## src/rtl/seqdet_param.sv

```systemverilog
// seqdet_param: parameterised serial pattern detector with overlap control.
//
// Ports:
//   clk        rising-edge clock
//   clr        asynchronous active-low reset
//   din_valid  din is accepted on a clk edge only while high
//   din        serial data bit (PATTERN[PAT_LEN-1] is the first bit expected)
//   ovl_en     1 = overlapping detection, 0 = restart from empty after a match
//   cnt_clr    synchronous clear of match_cnt (wins over an increment)
//   dout       Mealy match flag, combinational with the final pattern bit
//   dout_reg   dout delayed by one clk edge
//   match_cnt  saturating count of detected matches
//
// The state k is the length of the longest suffix of accepted bits that is a
// proper prefix of PATTERN. The next-state for every (k, din) pair is a
// KMP-style automaton table built at elaboration from PATTERN; on a match the
// same table yields the longest proper border, which is then kept or dropped
// according to ovl_en.
module seqdet_param #(
  parameter int unsigned          PAT_LEN = 4,
  parameter logic [PAT_LEN-1:0]   PATTERN = 4'b1101,
  parameter int unsigned          CNT_W   = 8
) (
  input  logic             clk,
  input  logic             clr,
  input  logic             din_valid,
  input  logic             din,
  input  logic             ovl_en,
  input  logic             cnt_clr,
  output logic             dout,
  output logic             dout_reg,
  output logic [CNT_W-1:0] match_cnt
);

  localparam int unsigned KW = $clog2(PAT_LEN);
  localparam int unsigned TW = PAT_LEN * KW;
  localparam logic [KW-1:0] LAST = KW'(PAT_LEN - 1);

  // Pattern bit j in arrival order (j = 0 is the first bit received).
  function automatic logic pat_at(input int unsigned j);
    return 1'(PATTERN >> (PAT_LEN - 1 - j));
  endfunction

  // Longest suffix of (prefix_k followed by b) that is a proper prefix of
  // PATTERN. For k = PAT_LEN-1 and b = last pattern bit this is the longest
  // proper border of PATTERN, i.e. the overlap restart point.
  function automatic int unsigned fallback(input int unsigned k, input logic b);
    int unsigned res;
    logic        ok;
    logic        sb;
    res = 0;
    for (int unsigned len = 1; len < PAT_LEN; len++) begin
      if (len <= k + 1) begin
        ok = 1'b1;
        for (int unsigned i = 0; i < len; i++) begin
          sb = (k + 1 - len + i == k) ? b : pat_at(k + 1 - len + i);
          if (sb != pat_at(i)) ok = 1'b0;
        end
        if (ok) res = len;
      end
    end
    return res;
  endfunction

  // Packed table: entry k occupies bits [k*KW +: KW].
  function automatic logic [TW-1:0] build_tbl(input logic b);
    logic [TW-1:0] t;
    t = '0;
    for (int unsigned k = 0; k < PAT_LEN; k++) begin
      t = t | (TW'(fallback(k, b)) << (k * KW));
    end
    return t;
  endfunction

  localparam logic [TW-1:0] NXT0 = build_tbl(1'b0);
  localparam logic [TW-1:0] NXT1 = build_tbl(1'b1);

  logic [KW-1:0] k;
  logic [KW-1:0] k_nxt;
  logic [KW-1:0] fb0;
  logic [KW-1:0] fb1;
  logic          exp_bit;

  always_ff @(posedge clk or negedge clr) begin
    if (!clr) begin
      k <= '0;
    end else begin
      k <= k_nxt;
    end
  end

  always_comb begin
    k_nxt   = k;
    dout    = 1'b0;
    fb0     = '0;
    fb1     = '0;
    exp_bit = 1'b0;
    for (int unsigned i = 0; i < PAT_LEN; i++) begin
      if (k == KW'(i)) begin
        fb0     = KW'(NXT0 >> (i * KW));
        fb1     = KW'(NXT1 >> (i * KW));
        exp_bit = pat_at(i);
      end
    end
    if (din_valid) begin
      // k = 0 during reset and PAT_LEN >= 2, so dout stays low while clr is low.
      dout  = (k == LAST) && (din == exp_bit);
      k_nxt = din ? fb1 : fb0;
      if (dout && !ovl_en) k_nxt = '0;
    end
  end

  // dout_reg tracks dout on every edge, valid or not.
  always_ff @(posedge clk or negedge clr) begin
    if (!clr) begin
      dout_reg <= 1'b0;
    end else begin
      dout_reg <= dout;
    end
  end

  always_ff @(posedge clk or negedge clr) begin
    if (!clr) begin
      match_cnt <= '0;
    end else if (cnt_clr) begin
      match_cnt <= '0;
    end else if (dout && (match_cnt != '1)) begin
      match_cnt <= match_cnt + 1'b1;
    end
  end

endmodule

```

## config.mk

```make
export PLATFORM = sky130hd
export DESIGN_NAME = seqdet_param
export DESIGN_NICKNAME = d
export VERILOG_FILES = /design/src/rtl/seqdet_param.sv
export SDC_FILE = /design/constraint.sdc
export NUM_CORES = 1
export LEC_CHECK = 0
export CAP_MARGIN = 20
export CORE_AREA = 4 4 41 43
export CTS_CLUSTER_DIAMETER = 200
export DETAILED_ROUTE_END_ITERATION = 8
export DIE_AREA = 0 0 45 47
export PLACE_DENSITY = 0.75
export RECOVER_POWER = 25
export SKIP_LAST_GASP = 1
export SLEW_MARGIN = 10
export SYNTH_ARGS = -nofsm -noshare
export SYNTH_HDL_FRONTEND = slang
export SYNTH_SLANG_ARGS = --single-unit
```

## constraint.sdc

```tcl
create_clock -name clk -period 4.8 [get_ports clk]
set_clock_uncertainty 0.15 [all_clocks]
set_input_delay 0.96 -clock clk [delete_from_list [all_inputs] [get_ports clk]]
set_output_delay 0.96 -clock clk [all_outputs]
set_load 0.01 [all_outputs]
```

==> parameters.txt <==
Parameter                              Value

Final layout
  Antenna diode count    0
  Layout filler cell count    131
  Area growth syn-to-layout    31.3%
  Layout cell share with drive strength beyond 1    6.76%
  Multi-input logic area    about 270 sq um
  Footprint of the flip-flops and latches    around 280 sq um
  Share of the core filled with cells    between 50% and 60%
  Max reg flops    8
  Net total in the final layout    84

Worst setup path
  Crit path arrival time    2.25 ns
  Type of destination of the critical path    output port
  Critical path class    input pin to output port
  Highest net fanout along the worst path    5
  Setup crit start kind    input pin
  WP data required    between 3 and 4 ns

Clocking
  Clock tree from TritonCTS    built
  Setup repair bufs after CTS    0
  Number of instances resized during post-cts repair    0
  Num CTS Buffers    3
  Count of H-tree levels built during CTS    1
  CTS Sinks    11
  Number of buffers on the longest clock path    2
  Root buf cell    sky130_fd_sc_hd__clkbuf_4
  Cts hold-fix bufs    0
  Clock Pin Slew Worst Setup and Hold Paths    approximately 0.070 ns
  Clock latency of the later-clocked register in the worst-skew pair    0.26 ns

Placement
  Post-Place Worst Slack    roughly 1.4 ns
  Post-DP HPWL    953 um
  Weighted congestion reported at the end of routability-driven placement    roughly 0.81
  Port Buffer Count    15

Status
  Run status    complete, no violations

Floorplan
  Core Box Area    around 1300 sq um
  Top-level port count    16
  Area enclosed by the die boundary    approximately 2100 sq um
  Die Wd    45 um
  Number of cell rows    13
  Starting utilization of the core area    44.2%
  Vert. Die Dim    ~47 um

Logic synthesis
  Dominant combinational cell family by area after synthesis    simple AND/OR/NAND/NOR gates
  Cell type contributing the most total cell area after synthesis    sky130_fd_sc_hd__dfrtp_1
  Post-synthesis register bit count    11
  Area of the mapped netlist    approximately 580 sq um
  Fraction of the mapped netlist area in compound gates    ~16%
  Basic-gate share of the synthesized area counting and, or, nand and nor cells    20.4%
  Proportion of netlist area held by the largest area contributor    ~48%
  Most common library cells after synthesis    sky130_fd_sc_hd__dfrtp_1, sky130_fd_sc_hd__a21oi_1, sky130_fd_sc_hd__o21ai_0
  Total nets after synthesis    66
  Average cell area after synthesis    around 10 sq um
  Sequential element share of the synthesized area    between 40% and 50%
  Primary FF master, synth    sky130_fd_sc_hd__dfrtp_1
  Cell with the most instances after synthesis    sky130_fd_sc_hd__dfrtp_1
  Post-synthesis mux area share    around 3.5%
  Largest cells by area after synthesis    sky130_fd_sc_hd__dfrtp_1, sky130_fd_sc_hd__ha_1, sky130_fd_sc_hd__a21oi_1
  XOR/XNOR share of the synthesized area    1.52%
  Number of flops mapped to enable cells by yosys    0
  Synth warn    0
  Gate count of the mapped netlist    57
  Post-synthesis adder-cell area fraction    6.52%
  Fraction of registers with async set/reset    100%
  Netlist cell types    25

Power and ir drop
  Power density normalized to cell area    259 nW/um^2
  Static power due to leakage    0.318 nW
  PnR Total Power    between 0.15 and 0.2 mW
  VDD IR-drop max    ~0.15 mV

Global route
  Sum of overflow across all layers after global routing    0
  Maximum number of pins on one net before global-route repair    13
  Number of global-route vias before repair    just over 500
  Initial antenna violation count    0
  Gr usage total    14.7%
  Global-route wire length before repair    around 2200 um

Worst hold path
  Tightest Hold Check Type    register to register

Timing
  Unrepaired setup endpoints after global routing    false
  Share of the cycle needed by the critical path after routing    70.1%
  Final setup viols    0
  Min Tclk post-route    between 3 and 4 ns
  Final hold slack    0.428 ns
  Setup_tns    0 ns
  Top achievable clock speed    297 MHz
  Max-slew violation total from the final report    0
  Worst Max-Slew Pin Slew    approximately 0.50 ns
  Worst max-slew margin expressed relative to the limit    between 60 and 70%
  Final Hold Vio Count    0
  Worst setup margin    1.44 ns

Routing
  Number of antenna-violating nets in the routed design    0
  Remaining design rule violation count    0
  Violation count after the first detailed-route iteration    2
  Number of vias per cell after detailed routing    roughly 5.5
  Total number of vias    roughly 500
  Per-cell routed wire length    between 10 and 15 um
  Wirelength, routed    1240 um
  Drt first pass iters    4

Job
  Count of maximum capacitance violations    0
[path summary, 6_finish.rpt]
kind / to / slack [ns] / startpoint / cells past startpoint
min in group asynchronous: match_cnt[0] / 0.95 / clr / 1
setup / recovery: dout / 1.44 / din / 3
hold reg to reg: k[1] / 0.43 / k[1] / 2
setup reg to reg: match_cnt[7] / 2.97 / match_cnt[0] / 5
max in group asynchronous: match_cnt[2] / 3.22 / clr / 1
hold / removal: k[1] / 0.43 / k[1] / 2
[power breakdown]
group	internal (mW)	switching [mW]
Sequential	0.0980	0.00403
Combinational	0.0153	0.0170
Clock	0.0321	0.0290
Total	0.145	0.0501
[layer usage]
layer | GRT usage (%) | up-vias | wire length (um)
li1 | - | 242 | -
met1 | 16.9 | 236 | 562
met2 | 25.7 | 9 | 626
met3 | 3.45 | 2 | 42
met4 | 7.02 | 0 | 10
met5 | 0 | - | 0
[stage by stage]
stage / cells / instance area (sq um)
2_1_floorplan: 57 / 576
3_3_place_gp: 85 / 729
3_5_place_dp: 85 / 729
4_1_cts: 89 / 756
5_1_grt: 89 / 756
6_report: 89 / 756
[cells by family (layout without fill, tap and decap cells)]
logic type,Yosys count,in the layout
DFF,11,11
AOI/OAI and AO/OA,15,15
adders and majority gates,3,3
muxes,2,2
and+or+nand+nor,20,20
buffers and inverters,5,22
xor gates and xnor gates,1,1
[placed cells by master, fill, tap and decap left out, drive strengths merged]
cell / netlist / routed
and3: 2 / 2
a21o: 1 / 1
or4: 2 / 2
xor2: 1 / 1
inv: 3 / 3
clkdlybuf4s50: 0 / 14
nand4: 2 / 2
nand2: 2 / 2
dlygate4sd3: 0 / 1
ha: 3 / 3
nor2: 3 / 3
nand3b: 1 / 1
o22ai: 1 / 1
nand3: 3 / 3
nor2b: 1 / 1
o21ai: 5 / 5
or3: 3 / 3
o31ai: 2 / 2
dfrtp: 11 / 11
a21oi: 5 / 5
mux2i: 2 / 2
nand2b: 1 / 1
o211ai: 1 / 1
clkbuf: 0 / 4
[worst max-delay path, stage by stage]
cell                              delay, ns
sky130_fd_sc_hd__clkdlybuf4s50_1       0.54
sky130_fd_sc_hd__and3_4                0.22
sky130_fd_sc_hd__clkdlybuf4s50_1       0.53
[final cells by class]
cell class,instances,share of cell area [%]
Multi-Input combinational cell,41,36.3
Sequential cell,11,36.4
Clock buffer,4,3.48
Inverter,3,1.49
Timing Repair Buffer,15,19.9
Tap cell,15,2.48
Note: power is estimated with default switching activity, not from simulation.
